--- src/rtl/rv_control_fsm.sv ---
// rv_control_fsm: multi-cycle RV32I control sequencer.
// Holds one instruction in ir, walks FETCH/DECODE/EXECUTE/MEM/WB,
// owns the program counter and drives the per-state control strobes.
//
// state   | meaning
// --------+-----------------------------------------------------------
// FETCH   | instr_ready=1, capture instruction on instr_valid
// DECODE  | classify opcode, present immediate format; trap illegal
// EXECUTE | resolve branch/jump target, pick MEM or WB path
// MEM     | hold mem_req until mem_ack
// WB      | register write-back (rd != x0) and retire
module rv_control_fsm #(
  parameter logic [31:0] RESET_PC = 32'h0000_0000
) (
  input  logic        clock,
  input  logic        reset,
  input  logic        instr_valid,
  output logic        instr_ready,
  input  logic [31:0] instruction,
  input  logic        branch_taken,
  input  logic [31:0] alu_result,
  input  logic        mem_ack,
  output logic        mem_req,
  output logic        mem_we,
  output logic        reg_we,
  output logic [2:0]  imm_sel,
  output logic        alu_src_imm,
  output logic [31:0] pc,
  output logic        retire,
  output logic        illegal
);

  typedef enum logic [2:0] {
    S_FETCH, S_DECODE, S_EXECUTE, S_MEM, S_WB
  } state_t;

  typedef enum logic [3:0] {
    C_ILL, C_LUI, C_AUIPC, C_JAL, C_JALR, C_BRANCH,
    C_LOAD, C_STORE, C_OPIMM, C_OP
  } class_t;

  localparam logic [2:0] IMM_I = 3'd0;
  localparam logic [2:0] IMM_S = 3'd1;
  localparam logic [2:0] IMM_B = 3'd2;
  localparam logic [2:0] IMM_U = 3'd3;
  localparam logic [2:0] IMM_J = 3'd4;

  state_t      state_q, state_d;
  logic [31:0] pc_q, pc_d;
  logic [31:0] ir_q, ir_d;

  class_t      cls;
  logic [31:0] target;
  logic [31:0] pc_plus4;
  logic        is_jump;
  logic        misaligned;

  // Only opcode and rd are needed here; the rest of ir feeds the shared
  // field decoder, and target bit 0 is always forced to zero.
  logic        unused_bits;
  assign unused_bits = ^{ir_q[31:12], alu_result[0]};

  assign target   = {alu_result[31:1], 1'b0};
  assign pc_plus4 = pc_q + 32'd4;
  assign is_jump  = (cls == C_JAL) || (cls == C_JALR);
  // A jump, or a taken branch, to a non-word-aligned address traps.
  assign misaligned = (is_jump || ((cls == C_BRANCH) && branch_taken)) && target[1];
  assign pc = pc_q;

  // Opcode classification from the held instruction (all legal opcodes end in 2'b11).
  always_comb begin
    cls = C_ILL;
    case (ir_q[6:0])
      7'b0110111: cls = C_LUI;
      7'b0010111: cls = C_AUIPC;
      7'b1101111: cls = C_JAL;
      7'b1100111: cls = C_JALR;
      7'b1100011: cls = C_BRANCH;
      7'b0000011: cls = C_LOAD;
      7'b0100011: cls = C_STORE;
      7'b0010011: cls = C_OPIMM;
      7'b0110011: cls = C_OP;
      default:    cls = C_ILL;
    endcase
  end

  // State, pc and instruction registers with synchronous reset.
  always_ff @(posedge clock) begin
    if (reset) begin
      state_q <= S_FETCH;
      pc_q    <= RESET_PC;
      ir_q    <= '0;
    end else begin
      state_q <= state_d;
      pc_q    <= pc_d;
      ir_q    <= ir_d;
    end
  end

  // Next-state, next-pc and instruction capture.
  always_comb begin
    state_d = state_q;
    pc_d    = pc_q;
    ir_d    = ir_q;
    case (state_q)
      S_FETCH: begin
        if (instr_valid) begin
          ir_d    = instruction;
          state_d = S_DECODE;
        end
      end
      S_DECODE: begin
        if (cls == C_ILL) begin
          pc_d    = pc_plus4;
          state_d = S_FETCH;
        end else begin
          state_d = S_EXECUTE;
        end
      end
      S_EXECUTE: begin
        if (misaligned) begin
          pc_d    = pc_plus4;
          state_d = S_FETCH;
        end else begin
          case (cls)
            C_BRANCH: begin
              pc_d    = branch_taken ? target : pc_plus4;
              state_d = S_FETCH;
            end
            C_JAL, C_JALR: begin
              pc_d    = target;
              state_d = S_WB;
            end
            C_LOAD, C_STORE: state_d = S_MEM;
            default:         state_d = S_WB;
          endcase
        end
      end
      S_MEM: begin
        if (mem_ack) begin
          if (cls == C_STORE) begin
            pc_d    = pc_plus4;
            state_d = S_FETCH;
          end else begin
            state_d = S_WB;
          end
        end
      end
      S_WB: begin
        // Jumps already loaded their target on leaving EXECUTE.
        if (!is_jump) pc_d = pc_plus4;
        state_d = S_FETCH;
      end
      default: state_d = S_FETCH;
    endcase
  end

  // Control strobes decoded from state and the held instruction.
  always_comb begin
    instr_ready = (state_q == S_FETCH);
    mem_req     = (state_q == S_MEM);
    mem_we      = (state_q == S_MEM) && (cls == C_STORE);
    reg_we      = (state_q == S_WB) && (ir_q[11:7] != 5'd0);
    retire      = (state_q == S_WB)
               || ((state_q == S_EXECUTE) && (cls == C_BRANCH) && !misaligned)
               || ((state_q == S_MEM) && (cls == C_STORE) && mem_ack);
    illegal     = ((state_q == S_DECODE) && (cls == C_ILL))
               || ((state_q == S_EXECUTE) && misaligned);
    imm_sel     = IMM_I;
    alu_src_imm = 1'b0;
    if (state_q != S_FETCH) begin
      case (cls)
        C_STORE:         imm_sel = IMM_S;
        C_BRANCH:        imm_sel = IMM_B;
        C_LUI, C_AUIPC:  imm_sel = IMM_U;
        C_JAL:           imm_sel = IMM_J;
        default:         imm_sel = IMM_I;
      endcase
      alu_src_imm = (cls != C_OP) && (cls != C_BRANCH) && (cls != C_ILL);
    end
  end

endmodule

--- config.mk ---
export PLATFORM = sky130hd
export DESIGN_NAME = rv_control_fsm
export DESIGN_NICKNAME = d
export VERILOG_FILES = /design/src/rtl/rv_control_fsm.sv
export SDC_FILE = /design/constraint.sdc
export NUM_CORES = 1
export LEC_CHECK = 0
export BUFFER_PORTS_ARGS = -buffer_cell sky130_fd_sc_hd__buf_4
export CORE_ASPECT_RATIO = 0.6
export CORE_MARGIN = 2
export CORE_UTILIZATION = 35
export CTS_CLUSTER_DIAMETER = 80
export DETAILED_ROUTE_END_ITERATION = 8
export PLACE_DENSITY_LB_ADDON = 0.15
export SLEW_MARGIN = 20
export SYNTH_ARGS = -nofsm -noshare
export SYNTH_HDL_FRONTEND = slang
export SYNTH_SLANG_ARGS = --single-unit
export TNS_END_PERCENT = 50
--- constraint.sdc ---
create_clock -name clock -period 5.8 [get_ports clock]
set_input_delay 0.87 -clock clock [delete_from_list [all_inputs] [get_ports clock]]
set_output_delay 0.87 -clock clock [all_outputs]
set_load 0.02 [all_outputs]
==> flow_summary.yaml, run 1 <==
clocking:
  clk_pin_slew_ps: 70
  postCtsSetupBuffers: 0
  ctsHoldBuffers: 0
  clkLatencyLatePin_ps: 300
  clock_path_buffers: 2
  cts_tree: "yes"
  cts_htree_levels: 2
  cts-buffers-inserted: 5
  cts.sinks: 46
  cts_resized: 0
  cts_root_buffer: "clkbuf_16"
run_status:
  status: "finished, final reports clean"
detailed_routing:
  wirelength_um: 9160
  routed_via_density: 5.59
  drt_iter0_drc: 294
  first_pass_iters: 5
  vias: 3202
  postRouteAntennaNets: 0
  wl_per_cell_um: 16.0
  drc: 0
timing:
  slew_viol_final: 0
  min_period_ps: 2710
  setup_viol: 0
  setup-tns-final_ps: 0
  relSlewSlack_pct: 37.5
  min_period_over_period_pct: 46.7
  max_freq_mhz: 370
  rsz0062_at_grt: "false"
  hold_violations: 0
  hold_ws_ps: 457
  tightest_slew_ps: 935
  fin_skew_ps: 13.1
yosys:
  synth_top_area_share_pct: 32.8
  yosys_warnings: 0
  synthArstFlopShare_pct: 0
  ys_top_cells_by_area: "dfxtp_1 33%, a21oi_1 11%, nand2_1 7.2%"
  synth-edff-count: 0
  synth_nets: 465
  ys_types: 52
  synth_top_cell_by_area: "dfxtp_1"
  synth_cells: 395
  syn_area_mm2: 0.00281
  yosysMostFrequentCell: "a21oi_1"
  ys_ff_latch: 46
  ys_seq_area_share_pct: 32.8
  synth_commonest_cells: "62 x a21oi_1, 54 x nand2_1, 46 x dfxtp_1"
  ys.flop_type: "dfxtp_1"
  syn_avg_cell_area_um2: 7.11
final_layout:
  nets: 534
  antenna_cells: 0
  drive_above_1_share_pct: 23.2
  area_delta_synth_final_pct: 30.8
die:
  core_area_mm2: 0.00782
  die_w_um: 120
  ios: 111
  fp.dieH_um: 73.4
  initial_utilization_pct: 35.9
  rows: 25
  dieArea_mm2: 0.00878
setup_path:
  arrival_ps: 1840
  reg2reg_from: "state_q[1]"
  critPathKind: "flip-flop to primary output"
  cp-startpoint: "ir_q[4]"
  worstPathMaxFanout: 9
  cp_data_required_time_ps: 4930
  crit_path_end_kind: "primary output"
  worst_setup_path_start_kind: "flip-flop"
placed_design:
  port_buffers: 88
  gp_congestion: 0.853
  dp_hpwl_um: 6390
global_routing:
  grt_pass1_wl_um: 14600
  overflow: 0
  grt_use_total_pct: 21.0
  grt_start_max_net_pins: 63
  grt_pass1_vias: 2877
  antenna_found_initial: 0
power:
  powerDensity_mw_per_mm2: 199
  ir_drop_uv: 108
  total_power_mw: 0.731
  cellLeakagePower_nw: 1.33
hold_path:
  hp-start: "pc[1]"
  hp-class: "flip-flop to flip-flop"
job:
  maxCapViolations: 0
[power breakdown]
group	leakage, nW	switching, mW	internal [mW]
clock	0.0801	0.131	0.184
sequential	0.373	0.00945	0.323
combinational	0.881	0.0455	0.0381
total	1.33	0.186	0.545
[placed cells by master, fill, tap and decap left out, types with 4 or more instances in the layout]
master | synthesis | layout
nor3_1 | 21 | 21
o32ai_1 | 21 | 21
nor2_1 | 33 | 33
inv_1 | 24 | 24
nand4_1 | 11 | 11
nor4_1 | 7 | 7
o21ai_0 | 11 | 11
or3_1 | 4 | 4
dfxtp_1 | 46 | 46
nand2_1 | 54 | 54
buf_4 | 1 | 89
a21oi_1 | 62 | 62
o211ai_1 | 6 | 6
clkbuf_16 | 0 | 5
nor2b_1 | 4 | 4
nand2b_1 | 4 | 4
nand3_1 | 12 | 12
o31a_1 | 4 | 4
[metrics by stage]
step / utilization [%] / setup WS (ps) / area, µm² / std cells
floorplan: - / 3360 / 2810 / 395
global placement: 44.7 / 2820 / 3500 / 565
detailed placement: 44.7 / 2800 / 3500 / 565
CTS: 46.8 / 3010 / 3660 / 573
global route: 47.0 / 2910 / 3670 / 573
finish: 47.0 / 3090 / 3670 / 573
[worst paths after layout]
check             endpoint  cells past startpoint  slack, ps
setup / recovery   illegal                      6       3090
hold / removal       pc[1]                      1        460
setup reg to reg    pc[15]                      6       3150
hold reg to reg      pc[1]                      1        460
[state kept, by name, indices dropped and copies added (netlist names)]
name,count
ir_q,12
pc,31
state_q,3
[cell families (layout without fill, tap and decap cells)]
logic type / after synthesis / count (layout) / share of synthesized area (%)
AND/OR/NAND/NOR: 170 / 170 / 30.5
adder cells (fa/ha/maj): 1 / 1 / 0.445
AO/OA/AOI/OAI: 125 / 125 / 28.6
buffers and inverters: 52 / 122 / 7.57
other: 1 / 1 / 0.134
flip-flops: 46 / 46 / 32.8
[critical path, cell delays in order, from the launching register on]
cell      delay (ps)
dfxtp_1          480
nand4b_1         250
o21ai_0          140
o21bai_1         290
a31oi_1          130
nor2_1           100
buf_4            150
[final cells by class]
| type | instances | area, µm² |
|---|---|---|
| Timing Repair Buffer | 89 | 668 |
| Clock inverter | 1 | 8.76 |
| Multi-Input combinational cell | 297 | 1690 |
| Sequential cell | 46 | 921 |
| Inverter | 25 | 93.8 |
| Tap cell | 108 | 135 |
| Clock buffer | 7 | 153 |
| Fill cell | 821 | 4150 |
[metal layers]
metal,vias to the layer above,track usage (%),share of wire (%)
met5,-,0,0
met4,0,5.49,1.2
met3,8,4.04,6.2
met2,112,30.6,40
met1,1492,31.4,53
li1,1590,-,-
No activity file was read; power rests on OpenSTA's default activity.
==> inputs of run 2 (changes only) <==
==> constraint.sdc (replaced) <==
create_clock -name clock -period 2.5 [get_ports clock]
set_input_delay 0.375 -clock clock [delete_from_list [all_inputs] [get_ports clock]]
set_output_delay 0.375 -clock clock [all_outputs]
set_load 0.02 [all_outputs]
==> flow_summary.yaml, run 2 (same netlist as run 1, synthesis figures left out) <==
run_status:
  status: "finished, final reports clean"
final_layout:
  antenna_cells: 0
  drive_above_1_share_pct: 25.8
  layout_common_cells: "103 x buf_4, 62 x a21oi_1, 54 x nand2_1, 46 x dfxtp_1, 33 x nor2_1"
  fillers: 816
  final_util_pct: 48.5
  layout_commonest_cell: "buf_4"
  stdcell_area_mm2: 0.00379
  area_delta_synth_final_pct: 35.0
  largest_reg_flops: 31
  multiInputGateArea_mm2: 0.00168
  nets: 550
  final-seq-area_um2: 921
timing:
  fin_skew_ps: 4.86
  max_freq_mhz: 443
  setup-tns-final_ps: 0
  hold_violations: 0
  relSlewSlack_pct: 66.6
  min_period_over_period_pct: 90.3
  tightest_slew_ps: 501
  setup_viol: 0
  slew_viol_final: 0
  rsz0062_at_grt: "false"
  min_period_ps: 2260
clocking:
  clk_pin_slew_ps: 70
  cts.sinks: 46
  cts_htree_levels: 2
  ctsHoldBuffers: 0
  cts_root_buffer: "clkbuf_16"
  cts_resized: 0
  cts_tree: "yes"
  cts-buffers-inserted: 5
  postCtsSetupBuffers: 0
  clock_path_buffers: 2
  clkLatencyLatePin_ps: 290
global_routing:
  grt_use_total_pct: 21.2
  grt_start_max_net_pins: 42
  overflow: 0
  antenna_found_initial: 0
  grt_pass1_wl_um: 14800
  grt_pass1_vias: 2917
detailed_routing:
  wirelength_um: 9460
  drc: 0
  wl_per_cell_um: 16.1
  postRouteAntennaNets: 0
  routed_via_density: 5.52
  vias: 3251
  first_pass_iters: 4
  drt_iter0_drc: 313
die:
  dieArea_mm2: 0.00878
  ios: 111
  rows: 25
  initial_utilization_pct: 35.9
  core_area_mm2: 0.00782
  die_w_um: 120
  fp.dieH_um: 73.4
placed_design:
  gp_congestion: 0.862
  placed_area_mm2: 0.00364
  dp_hpwl_um: 6790
  port_buffers: 88
setup_path:
  worst_setup_path_start_kind: "flip-flop"
  crit_path_end_kind: "flip-flop"
  critPathKind: "flip-flop to flip-flop"
  arrival_ps: 2420
  cp_data_required_time_ps: 2660
  worstPathMaxFanout: 35
job:
  maxCapViolations: 0
power:
  cellLeakagePower_nw: 1.41
  powerDensity_mw_per_mm2: 440
  ir_drop_uv: 215
hold_path:
  hp-class: "input pin to flip-flop"
-- run 2: layout make-up --
cell class | instances | area share, %
multi-input combinational | 297 | 44.3
sequential | 46 | 24.3
timing repair buffer | 105 | 21.4
tap | 108 | 3.56
clock buffer | 5 | 3.30
inverter | 25 | 2.47
clock inverter | 3 | 0.627
-- run 2: per-stage QoR --
stage | std cells | power [mW] | setup WS, ps | hold slack [ps]
2_1_floorplan | 395 | 0.882 | 400 | 436
3_3_place_gp | 581 | 0.986 | 320 | 444
3_5_place_dp | 581 | 0.988 | 291 | 449
4_1_cts | 589 | 1.69 | 257 | 308
5_1_grt | 589 | 1.74 | 19.6 | 319
6_report | 589 | 1.67 | 242 | 315
-- run 2: critical path, cell delays in order, from the launching register on --
cell and delay, ps:
dfxtp_1 510, nand4b_1 250, o31ai_1 380, o21a_2 360, buf_12 230, a21oi_1 60
a211oi_1 250, nor4_1 80
-- run 2: final timing paths --
| check | cells after the start | slack [ps] | end | start |
|---|---|---|---|---|
| setup / recovery | 7 | 240 | pc[20] | ir_q[2] |
| hold / removal | 2 | 310 | state_q[0] | mem_ack |
| hold reg to reg | 1 | 450 | pc[1] | pc[1] |
| setup reg to reg | 7 | 240 | pc[20] | ir_q[2] |
-- run 2: metal layers --
metal  vias up  routed length [µm]  global-route usage (%)  part of all wire (%)
met3         5                 592                    4.27                   6.3
met4         0                  42                    3.92                  0.44
met1      1524                4880                    32.5                    52
met2       110                3940                    30.5                    42
met5         -                   0                       0                     0
li1       1612                   -                       -                     -
-- run 2: report_power, final --
group / switching, mW / internal, mW / leakage (nW)
registers: 0.0225 / 0.749 / 0.373
logic: 0.107 / 0.0956 / 0.966
clock network: 0.320 / 0.375 / 0.0664
==> inputs of run 3 (changes only) <==
==> constraint.sdc (replaced) <==
create_clock -name clock -period 2.6 [get_ports clock]
set_input_delay 0.39 -clock clock [delete_from_list [all_inputs] [get_ports clock]]
set_output_delay 0.39 -clock clock [all_outputs]
set_load 0.02 [all_outputs]
==> flow_summary.yaml, run 3 (same netlist as run 1, synthesis figures left out) <==
clocking:
  ctsHoldBuffers: 0
  clk_pin_slew_ps: 70
  postCtsSetupBuffers: 0
  cts_resized: 0
  cts_tree: "yes"
  cts-buffers-inserted: 5
  cts.sinks: 46
  clkLatencyLatePin_ps: 290
  cts_htree_levels: 2
  cts_root_buffer: "clkbuf_16"
  clock_path_buffers: 2
final_layout:
  area_delta_synth_final_pct: 34.2
  nets: 546
  layout_common_cells: "100 x buf_4, 62 x a21oi_1, 54 x nand2_1, 46 x dfxtp_1, 33 x nor2_1"
  drive_above_1_share_pct: 25.2
  final_util_pct: 48.2
  largest_reg_flops: 31
  antenna_cells: 0
  layout_commonest_cell: "buf_4"
setup_path:
  critPathKind: "flip-flop to flip-flop"
  arrival_ps: 2520
  cp_data_required_time_ps: 2840
  worstPathMaxFanout: 7
  crit_path_end_kind: "flip-flop"
  worst_setup_path_start_kind: "flip-flop"
job:
  maxCapViolations: 0
die:
  rows: 25
  dieArea_mm2: 0.00878
  ios: 111
  initial_utilization_pct: 35.9
  die_w_um: 120
  fp.dieH_um: 73.4
  core_area_mm2: 0.00782
detailed_routing:
  first_pass_iters: 5
  routed_via_density: 5.56
  wirelength_um: 9090
  vias: 3255
  drt_iter0_drc: 311
  wl_per_cell_um: 15.5
  drc: 0
  postRouteAntennaNets: 0
power:
  powerDensity_mw_per_mm2: 445
  ir_drop_uv: 248
  cellLeakagePower_nw: 1.40
global_routing:
  antenna_found_initial: 0
  grt_pass1_vias: 2909
  grt_use_total_pct: 20.8
  overflow: 0
  grt_pass1_wl_um: 14700
  grt_start_max_net_pins: 42
timing:
  fin_skew_ps: 5.18
  max_freq_mhz: 437
  setup-tns-final_ps: 0
  setup_slack_ps: 313
  hold_violations: 0
  slew_viol_final: 0
  min_period_over_period_pct: 87.9
  setup_viol: 0
  rsz0062_at_grt: "false"
  min_period_ps: 2290
run_status:
  status: "finished, final reports clean"
placed_design:
  gp_congestion: 0.851
  dp_hpwl_um: 6550
  port_buffers: 88
  pre_cts_ws_ps: 345
hold_path:
  hp-class: "input pin to flip-flop"
## run 3: path summary, 6_finish.rpt
| kind | from | to | slack [ps] | depth (start not counted) |
|---|---|---|---|---|
| worst max register to register | pc[12] | pc[29] | 310 | 6 |
| worst min-delay path | mem_ack | state_q[0] | 330 | 2 |
| worst max-delay path | pc[12] | pc[29] | 310 | 6 |
| worst min register to register | ir_q[7] | ir_q[7] | 460 | 2 |
## run 3: layout make-up
class / instances / area, µm²
fillers: 818 / 4050
clock buffers: 5 / 125
well taps: 108 / 135
flip-flops and latches: 46 / 921
clock inverters: 3 / 43.8
multi-input cells: 297 / 1680
inverters: 25 / 93.8
repair buffers: 101 / 771
## run 3: where the power goes
group	switching (mW)	total [mW]	internal (mW)
Combinational	0.100	0.190	0.0902
Sequential	0.0208	0.741	0.720
Clock	0.291	0.747	0.456
Total	0.412	1.68	1.27
## run 3: worst max-delay path: stages, from the launching register on
cell,delay (ps)
dfxtp_1,460
nand4_1,250
nor4_2,430
nand4_1,230
or4_4,530
a211oi_2,220
a31o_2,120
## run 3: metal layers
metal  global-route usage, %  share of wire, %  up-vias  routed length [µm]
li1                        -                 -     1608                   -
met1                    32.5                53     1517                4770
met2                    29.0                40      118                3620
met3                    4.27               6.6       12                 600
met4                    4.05               1.1        0                  96
met5                       0                 0        -                   0
## run 3: through the flow
step	total power, mW	std cells	hold slack (ps)	cell area (µm²)
2_1_floorplan	0.849	395	436	2810
3_3_place_gp	0.947	577	445	3600
3_5_place_dp	0.948	577	450	3600
4_1_cts	1.70	585	332	3770
5_1_grt	1.75	585	336	3770
6_report	1.68	585	333	3770
